<file path="src/rtl/rsa_block_packer.sv">
// ============================================================================
// Module  : rsa_block_packer
// Brief   : Sizes the RSA modulus, then packs RX bytes LSB-first into
//           (n_len-1)-bit zero-padded blocks for the FME core.
// Options : define RSA_PACKER_LAST_EN to add the fme_last output.
// Revision: 1.0 - initial release
// ============================================================================
`default_nettype none

module rsa_block_packer #(
  parameter int KEY_W  = 32,
  parameter int DATA_W = 8,
  parameter int LEN_W  = $clog2(KEY_W + 1)
) (
  input  logic              clk,
  input  logic              rst_n,
  input  logic              start,
  input  logic [KEY_W-1:0]  n_key,
  input  logic              eot_in,
  input  logic              ready_in,
  input  logic [DATA_W-1:0] data_in,
  output logic              clear_rx_flag,
  output logic              start_out,
  output logic [LEN_W-1:0]  n_len_out,
  input  logic              fme_ready,
  output logic              fme_start,
  output logic [KEY_W-1:0]  fme_data,
  output logic              done,
  output logic              size_err
`ifdef RSA_PACKER_LAST_EN
  ,
  output logic              fme_last
`endif
);

  localparam int BC_W = (DATA_W > 1) ? $clog2(DATA_W) : 1;

  typedef enum logic [2:0] {
    S_IDLE     = 3'd0,
    S_SIZING   = 3'd1,
    S_PACK     = 3'd2,
    S_PADDING  = 3'd3,
    S_WAIT_FME = 3'd4
  } state_t;

  state_t            r_state;
  logic [LEN_W-1:0]  r_n_len;
  logic [KEY_W-1:0]  r_key_buf;
  logic [KEY_W-1:0]  r_pack;
  logic [LEN_W-1:0]  r_pack_count;
  logic [BC_W-1:0]   r_bit_count;
  logic [DATA_W-1:0] r_buf;
  logic              r_eot;
  logic              r_start_out;
  logic              r_fme_start;
  logic              r_done;
  logic              r_size_err;
`ifdef RSA_PACKER_LAST_EN
  logic              r_last;
`endif

  logic [LEN_W-1:0]  w_blk;
  logic              w_pack_full;
  logic              w_bc_zero;
  logic              w_take_eot;
  logic              w_take_byte;

  assign w_blk       = r_n_len - LEN_W'(1);
  assign w_pack_full = (r_pack_count == w_blk);
  assign w_bc_zero   = (r_bit_count == '0);
  assign w_take_eot  = (r_state == S_PACK) && !w_pack_full && w_bc_zero && eot_in;
  assign w_take_byte = (r_state == S_PACK) && !w_pack_full && w_bc_zero && !eot_in && ready_in;

  // Gated by rst_n so every output reads 0 while reset is held.
  assign clear_rx_flag = rst_n && ((r_state == S_IDLE) || w_take_eot || w_take_byte);

  assign start_out = r_start_out;
  assign n_len_out = r_n_len;
  assign fme_start = r_fme_start;
  assign fme_data  = r_pack;
  assign done      = r_done;
  assign size_err  = r_size_err;
`ifdef RSA_PACKER_LAST_EN
  assign fme_last  = r_last;
`endif

  function automatic logic [BC_W-1:0] next_bc(input logic [BC_W-1:0] c);
    return (c == BC_W'(DATA_W - 1)) ? '0 : c + BC_W'(1);
  endfunction

  always_ff @(posedge clk or negedge rst_n) begin
    if (!rst_n) begin
      r_state      <= S_IDLE;
      r_n_len      <= '0;
      r_key_buf    <= '0;
      r_pack       <= '0;
      r_pack_count <= '0;
      r_bit_count  <= '0;
      r_buf        <= '0;
      r_eot        <= 1'b0;
      r_start_out  <= 1'b0;
      r_fme_start  <= 1'b0;
      r_done       <= 1'b0;
      r_size_err   <= 1'b0;
`ifdef RSA_PACKER_LAST_EN
      r_last       <= 1'b0;
`endif
    end else begin
      r_start_out <= 1'b0;
      r_fme_start <= 1'b0;
      r_done      <= 1'b0;
      r_size_err  <= 1'b0;
`ifdef RSA_PACKER_LAST_EN
      r_last      <= 1'b0;
`endif
      case (r_state)
        S_IDLE: begin
          r_n_len   <= '0;
          r_key_buf <= n_key;
          if (start) r_state <= S_SIZING;
        end

        S_SIZING: begin
          if (r_key_buf != '0) begin
            r_n_len   <= r_n_len + LEN_W'(1);
            r_key_buf <= r_key_buf >> 1;
          end else if (r_n_len < LEN_W'(2)) begin
            r_size_err <= 1'b1;
            r_state    <= S_IDLE;
          end else begin
            r_start_out  <= 1'b1;
            r_pack       <= '0;
            r_pack_count <= '0;
            r_bit_count  <= '0;
            r_buf        <= '0;
            r_eot        <= 1'b0;
            r_state      <= S_PACK;
          end
        end

        S_PACK: begin
          if (w_pack_full) begin
            r_state <= S_PADDING;
          end else if (w_bc_zero) begin
            if (eot_in) begin
              // An empty trailing block is never sent to the FME core.
              if (r_pack_count == '0) begin
                r_done  <= 1'b1;
                r_eot   <= 1'b0;
                r_state <= S_IDLE;
              end else begin
                r_eot   <= 1'b1;
                r_state <= S_PADDING;
              end
            end else if (ready_in) begin
              r_pack       <= {data_in[0], r_pack[KEY_W-1:1]};
              r_buf        <= data_in >> 1;
              r_pack_count <= r_pack_count + LEN_W'(1);
              r_bit_count  <= next_bc('0);
            end
          end else begin
            r_pack       <= {r_buf[0], r_pack[KEY_W-1:1]};
            r_buf        <= r_buf >> 1;
            r_pack_count <= r_pack_count + LEN_W'(1);
            r_bit_count  <= next_bc(r_bit_count);
          end
        end

        S_PADDING: begin
          if (r_pack_count == LEN_W'(KEY_W)) begin
            r_state <= S_WAIT_FME;
          end else begin
            r_pack       <= r_pack >> 1;
            r_pack_count <= r_pack_count + LEN_W'(1);
          end
        end

        S_WAIT_FME: begin
          if (fme_ready) begin
            r_fme_start  <= 1'b1;
`ifdef RSA_PACKER_LAST_EN
            r_last       <= r_eot;
`endif
            r_pack_count <= '0;
            if (r_eot) begin
              r_done  <= 1'b1;
              r_eot   <= 1'b0;
              r_state <= S_IDLE;
            end else begin
              r_state <= S_PACK;
            end
          end
        end

        default: r_state <= S_IDLE;
      endcase
    end
  end

endmodule

`default_nettype wire

</file>
<file path="config.mk">
export PLATFORM = sky130hd
export DESIGN_NAME = rsa_block_packer
export DESIGN_NICKNAME = d
export VERILOG_FILES = /design/src/rtl/rsa_block_packer.sv
export SDC_FILE = /design/constraint.sdc
export NUM_CORES = 1
export LEC_CHECK = 0
export CORE_ASPECT_RATIO = 0.8
export CORE_MARGIN = 8
export CORE_UTILIZATION = 48
export DETAILED_ROUTE_END_ITERATION = 8
export PLACE_DENSITY = 0.77
export RECOVER_POWER = 100
export SLEW_MARGIN = 25
export SYNTH_ARGS = -nofsm -noshare
export SYNTH_HDL_FRONTEND = slang
export SYNTH_SLANG_ARGS = --single-unit
</file>
<file path="constraint.sdc">
create_clock -name clk -period 2.4 [get_ports clk]
set_input_delay 0.48 -clock clk [delete_from_list [all_inputs] [get_ports clk]]
set_output_delay 0.48 -clock clk [all_outputs]
set_load 0.01 [all_outputs]
</file>
Word-level counts from Yosys, hierarchy flattened

Index checks and enable logic that the tools add are counted.

Register bits: 95
Input port bits: 46
Output and inout port bits: 43
Word-level logic and storage cells: 133

Add/subtract/negate cells: 4
$lt $le $gt $ge: 1
Eq/ne operators: 21
Multiplexer cells: 70
Reduce and logical (&&, ||, !) cells: 25

Operators by type and width:

| kind                  | number |
|---|---|
| $mux W32              | 8 |
| $pmux W32 S3          | 1 |
| $pmux W32 S2          | 1 |
| $mux W6               | 9 |
| $mux W8               | 6 |
| $mux W3               | 14 |
| $reduce_bool A32 Y1   | 1 |
| $pmux W6 S4           | 1 |
| $mux W1               | 21 |
| $ne A2 B2 Y1 const B  | 10 |
| $pmux W8 S2           | 1 |
| $pmux W3 S5           | 1 |
| $reduce_and A7 Y1     | 2 |
| $add A6 B1 Y6 const B | 2 |
| $ne A3 B3 Y1 const B  | 4 |
| $pmux W6 S2           | 1 |
| $reduce_and A6 Y1     | 2 |
| $reduce_and A8 Y1     | 1 |
| $eq A3 B2 Y1 const B  | 2 |
| $eq A3 B3 Y1 const B  | 2 |
| $eq A6 B6 Y1          | 1 |
| $eq A6 B6 Y1 const B  | 1 |
| $logic_and A1 B1 Y1   | 6 |
| $logic_not A3 Y1      | 2 |
| other kinds (15)      | 21 |

Logic depth before layout (Yosys ltp)

Depth in word-level cells: 9
Gate-level depth with buffers: 10
Gate-level depth less buffers: 8

Worst setup path after synthesis

No wires, ideal clock.

Path type: register to register
Start: register r_n_len[2] (netlist: n_len_out[2])
End: register r_pack_count[2]
Setup time: 0.126 ns
Arrival time: 2.437 ns
Required time: 2.274 ns
Path slack: -0.162 ns
Stages on the path, launching flop included: 8
Path buffers: 1
Clock period less this slack: 2.562 ns
Cell sequence: dfrtp_1 -> buf_2 -> or4_4 -> o21a_1 -> o2111ai_2 -> nor3_4 -> a2111o_1 -> a221o_1

Word-level cells in the longest chain between the ends: 4
Elaborated cells on any way between the ends: 6
Classes of those cells: add/sub: 1; order compare: 1; eq/ne: 3; reduce/logical: 1

RTL lines:

| element                         | RTL line | source |
|---|---|---|
| start, declared                 | 47       | `logic [LEN_W-1:0] r_n_len;` |
| start signal, assigned          | 125      | `r_n_len <= r_n_len + LEN_W'(1);` |
| $sub A6 B1 Y6                   | 68       | `assign w_blk = r_n_len - LEN_W'(1);` |
| $eq A6 B6 Y1                    | 69       | `assign w_pack_full = (r_pack_count == w_blk);` |
| $ne A2 B2 Y1 (no line)          | n/a      |  |
| $reduce_and A8 Y1 (no line) (*) | n/a      |  |
| end signal, assigned            | 158      | `r_pack_count <= r_pack_count + LEN_W'(1);` |
| end signal, assigned            | 164      | `r_pack_count <= r_pack_count + LEN_W'(1);` |
| end signal, assigned            | 174      | `r_pack_count <= r_pack_count + LEN_W'(1);` |
| end, declared                   | 50       | `logic [LEN_W-1:0] r_pack_count;` |

Every way passes the cells marked *; elsewhere a longest branch is shown, timed or not.
A chain may end at the register's enable or synchronous reset.

Worst setup path after layout

Start: register r_n_len[2] (netlist: n_len_out[2])
End: output port clear_rx_flag

Word-level cells in the longest chain between the ends: 9
Elaborated cells on any way between the ends: 11
Classes of those cells: add/sub: 1; eq/ne: 1; reduce/logical: 9

RTL lines:

| element                                                          | RTL line | source |
|---|---|---|
| $sub A6 B1 Y6 (*)                                                | 68       |  |
| $eq A6 B6 Y1 (*)                                                 | 69       |  |
| $logic_not A1 Y1 (*)                                             | 71, 72   |  |
| $logic_and A1 B1 Y1 (*) (2 in a row)                             | 71, 72   |  |
| $logic_and A1 B1 Y1 (on tied branches)                           | 71, 72   |  |
| $logic_or A1 B1 Y1 / $logic_and A1 B1 Y1 (equally long branches) | 75, 72   |  |
| $logic_or A1 B1 Y1 (*)                                           | 75       | `assign clear_rx_flag = rst_n && ((r_state == S_IDLE) \|\| w_take_eot \|\| w_take_byte);` |
| $logic_and A1 B1 Y1 (*)                                          | 75       |  |
| end, declared                                                    | 22       | `output logic clear_rx_flag,` |

Marked as above.

==> qor.txt <==
========================================================================================
Run status ................................................................ finished with violations
Failing checks ............................................................ negative setup slack
FF-to-FF path depth .......................................................            9
Routed wire length ........................................................ 12400 microns
Most numerous cell types in the synthesized netlist ....................... sky130_fd_sc_hd__dfrtp_1 (94), sky130_fd_sc_hd__mux2i_1 (69), sky130_fd_sc_hd__nand2_1 (50), sky130_fd_sc_hd__nor2_1 (49), sky130_fd_sc_hd__inv_1 (41)
R2r startpoint ............................................................ n_len_out[2]$_DFFE_PN0P_
Clock Skews ...............................................................   0.00706 ns
Routed vias/inst ..........................................................         5.29
Count leader, synth ....................................................... sky130_fd_sc_hd__dfrtp_1
Area of the core region ................................................... 0.00973 sq mm
Type of the tightest min-delay check ......................................      reg2reg
Portion of the clock cycle consumed by the worst path in the final layout .         110%
IO Pins ...................................................................           89
Worst min-delay path startpoint ........................................... r_buf[2]$_DFFE_PN0P_
Number of antenna-violating nets in the routed design .....................            0
Summed instance area of the synthesized netlist ........................... 0.00483 sq mm
Hold WS ...................................................................     0.518 ns
Headroom to the max-slew limit ............................................        10.4%
Vias after detailed routing ...............................................         4033
Die width .................................................................  128 microns
Number of optimization iterations in the first detailed-route pass ........            4
Final TNS setup ...........................................................    -0.845 ns
Clock sinks ...............................................................           94
Pins Over Slew Limit ......................................................            0
Nets in the synthesized netlist ...........................................          541
Register bit total from synthesis .........................................           94
Startpoint Class ..........................................................     register
Critical Path Sink Type ...................................................  output port
Endpoint of the worst-slack reg-to-reg timing path ........................ fme_data[28]$_DFFE_PN0P_
Filler Cells Inserted .....................................................          772
Register-to-register path setup slack .....................................     -0.05 ns
Final worst path period need ..............................................      2.65 ns
Syn Inst Count ............................................................          488
Placement row count .......................................................           32
Detailed placer's ending HPWL ............................................. 8710 microns
Total routing usage reported by global routing ............................        18.6%
DP Cell Count .............................................................          735
Pin slew with the least headroom to its limit .............................      1.34 ns
First-pass GRT wire length ................................................ 20500 microns
Gpl congestion ............................................................        0.884
Count of buffers inserted at the top-level ports ..........................           88
Hold_buf cts ..............................................................            0
Max-cap violations ........................................................            0
N_diodes ..................................................................            0
Main synth FF type ........................................................ sky130_fd_sc_hd__dfrtp_1
H-tree Lvls ...............................................................            3
Root Driver ............................................................... sky130_fd_sc_hd__clkbuf_16
Number of hold violations in the final report .............................            0
Layout Cells excl Fill ....................................................          762
Worst hold path endpoint .................................................. r_buf[2]$_DFFE_PN0P_
Required time at the endpoint of the critical path ........................      1.92 ns
Routed WL per cell ........................................................ 16.3 microns
Clock tree from TritonCTS .................................................          yes
Wire length on met1 ....................................................... 5650 microns
Worst setup path category .................................................      reg2out
Share of flip-flops with an asynchronous set or reset .....................         100%
Post-route total power ....................................................      8.35 mW
Number of buffers added by the clock tree synthesis step ..................            9
Cell leakage power ........................................................      3.07 nW
Synthesized area per cell .................................................   9.90 sq um
Peak fanout along the critical path .......................................            3
Area of the multi-input gates ............................................. 0.00230 sq mm
RSZ-0062 raised after global routing ......................................          yes
Biggest area contributors in the synthesized netlist ...................... sky130_fd_sc_hd__dfrtp_1 (49%), sky130_fd_sc_hd__mux2i_1 (14%), sky130_fd_sc_hd__nand2_1 (3.9%)
Maximum number of pins on one net before global-route repair ..............           63
Clock insertion delay at the later pin of the skew report .................      0.34 ns
Effective utilization at floorplan ........................................        49.7%
Cell depth of the worst hold path .........................................            1
Number of setup violations in the final report ............................           31
P per Cell Area ........................................................... 1240 mW/mm^2
Yosys warning total .......................................................            0
Highest layer used for signal routing .....................................         met4
Most area-hungry cell type in the Yosys netlist ........................... sky130_fd_sc_hd__dfrtp_1
Number of antenna violations at the first check in global routing .........            0
Final worst slack .........................................................    -0.251 ns
VDD IR-drop max ...........................................................       764 uV
Crit path DAT .............................................................      2.17 ns
Die footprint ............................................................. 0.0136 sq mm
Clk slew on worst S/H paths ...............................................      0.07 ns
Number of enable flip-flop cells after synthesis ..........................            0
Fraction of final layout cells sized beyond drive strength 1 ..............        16.8%
Highest achievable clock rate .............................................    0.377 GHz
Violation count after the first detailed-route iteration ..................          269
Distinct cell type count of the synthesized netlist .......................           50
Y dimension of the die ....................................................  106 microns
Wire length on met2 ....................................................... 5950 microns
Post-route DRC ............................................................            0
Met3 wire len .............................................................  624 microns
Fraction of the yosys area taken by sequential cells ......................        48.7%
Number of global-route vias before repair .................................         4139
Remaining Overflow, GRT ...................................................            0
Net count reported at finish ..............................................          674
Area share of the leading cell type in the synthesized netlist ............        48.7%
Register area ............................................................. 0.00235 sq mm
Layout overhead on the synthesized area ...................................        39.0%
Clock buffer depth ........................................................            2
========================================================================================
-- cells in the final DEF, fill, tap and decap left out, types with 3 or more instances in the layout --
| master | netlist | routed |
|---|---|---|
| sky130_fd_sc_hd__buf_6 | 3 | 6 |
| sky130_fd_sc_hd__nor2_1 | 49 | 48 |
| sky130_fd_sc_hd__a22o_1 | 7 | 7 |
| sky130_fd_sc_hd__a21o_1 | 4 | 4 |
| sky130_fd_sc_hd__mux2i_1 | 69 | 67 |
| sky130_fd_sc_hd__dfrtp_1 | 94 | 94 |
| sky130_fd_sc_hd__dlygate4sd3_1 | 0 | 36 |
| sky130_fd_sc_hd__or4_1 | 3 | 3 |
| sky130_fd_sc_hd__nand3_1 | 9 | 9 |
| sky130_fd_sc_hd__ha_1 | 7 | 7 |
| sky130_fd_sc_hd__inv_1 | 41 | 41 |
| sky130_fd_sc_hd__nand2_1 | 50 | 49 |
| sky130_fd_sc_hd__buf_4 | 0 | 47 |
| sky130_fd_sc_hd__mux2_4 | 0 | 7 |
| sky130_fd_sc_hd__clkbuf_16 | 0 | 9 |
| sky130_fd_sc_hd__nor4_1 | 11 | 9 |
| sky130_fd_sc_hd__nor3_1 | 5 | 3 |
| sky130_fd_sc_hd__buf_12 | 0 | 3 |
| sky130_fd_sc_hd__clkbuf_1 | 21 | 3 |
| sky130_fd_sc_hd__xor2_1 | 9 | 9 |
| sky130_fd_sc_hd__o21a_1 | 3 | 3 |
| sky130_fd_sc_hd__nand4_1 | 4 | 4 |
| sky130_fd_sc_hd__nand2b_1 | 4 | 4 |
| sky130_fd_sc_hd__a21oi_1 | 33 | 33 |
| sky130_fd_sc_hd__nor2b_1 | 8 | 5 |
| sky130_fd_sc_hd__o21ai_0 | 12 | 11 |
| sky130_fd_sc_hd__clkdlybuf4s50_1 | 0 | 50 |
-- per-stage QoR --
| stage | cell area (sq um) | util, % | setup WS [ns] |
|---|---|---|---|
| after floorplan | 4840 | - | -0.113 |
| after global placement | 6170 | 63.4 | -0.316 |
| after detailed placement | 6170 | 63.4 | -0.391 |
| after CTS | 6730 | 69.2 | -0.322 |
| after global routing | 6720 | 69.1 | -0.363 |
| final | 6720 | 69.1 | -0.251 |
-- what timing repair did --
item,CTS,global route
setup endpoints to repair,49,50
pin swaps,10,5
hold endpoints to repair,0,0
gates resized for setup,27,11
buffers inserted,8,3
cloned,3,0
-- area by class of cell --
class,count,area share (%)
inverters,41,2.29
clock inverters,6,1.40
multi-input cells,325,34.2
flip-flops and latches,94,35.0
well taps,136,2.53
clock buffers,10,3.41
repair buffers,150,21.2
-- logic make-up (layout without fill, tap and decap cells) --
kind of cell | after synthesis | count (layout) | synth area share (%)
AND/OR/NAND/NOR | 155 | 155 | 15.4
flip-flops | 94 | 94 | 48.7
multiplexers | 77 | 77 | 16.2
AO/OA/AOI/OAI | 75 | 75 | 10.1
buffers and inverters | 69 | 207 | 5.85
XOR/XNOR | 11 | 11 | 1.99
adder cells (fa/ha/maj) | 7 | 7 | 1.81
-- registers in the layout (all words and copies together), names as in the netlist --
signal	count
done	1
fme_data	32
fme_start	1
n_len_out	6
r_bit_count	3
r_buf	7
r_eot	1
r_key_buf	32
r_pack_count	6
r_state	3
size_err	1
start_out	1
-- power by group --
| group | total, mW | switching (mW) | leakage (nW) | internal (mW) |
|---|---|---|---|---|
| clock network | 1.57 | 0.645 | 0.153 | 0.922 |
| registers | 2.39 | 0.346 | 1.21 | 2.04 |
| logic | 4.40 | 2.23 | 1.71 | 2.17 |
-- worst max path at each step --
stage | startpoint | to | slack (ns)
after floorplan | n_len_out[2]$_DFFE_PN0P_ | fme_data[31]$_DFFE_PN0P_ | -0.11
after global routing | n_len_out[2]$_DFFE_PN0P_ | clear_rx_flag | -0.36
final | n_len_out[2]$_DFFE_PN0P_ | clear_rx_flag | -0.25
after global placement | n_len_out[1]$_DFFE_PN0P_ | clear_rx_flag | -0.32
after CTS | n_len_out[4]$_DFFE_PN0P_ | clear_rx_flag | -0.32
after detailed placement | n_len_out[1]$_DFFE_PN0P_ | clear_rx_flag | -0.39
-- worst max-delay path, stage by stage, from the launching register on --
cell and delay (ns):
sky130_fd_sc_hd__dfrtp_1 0.38, sky130_fd_sc_hd__or4_4 0.57, sky130_fd_sc_hd__o21a_1 0.21, sky130_fd_sc_hd__o2111ai_2 0.23, sky130_fd_sc_hd__nor2_2 0.09, sky130_fd_sc_hd__nor3_2 0.10
sky130_fd_sc_hd__o21a_1 0.13, sky130_fd_sc_hd__buf_2 0.13
-- metal layers --
layer  track usage, %  up-vias
met5                0        -
li1                 -     1926
met4             6.10        0
met3             4.48       17
met1             23.6     1977
met2             30.6      113
No activity file was read; power rests on OpenSTA's default activity.
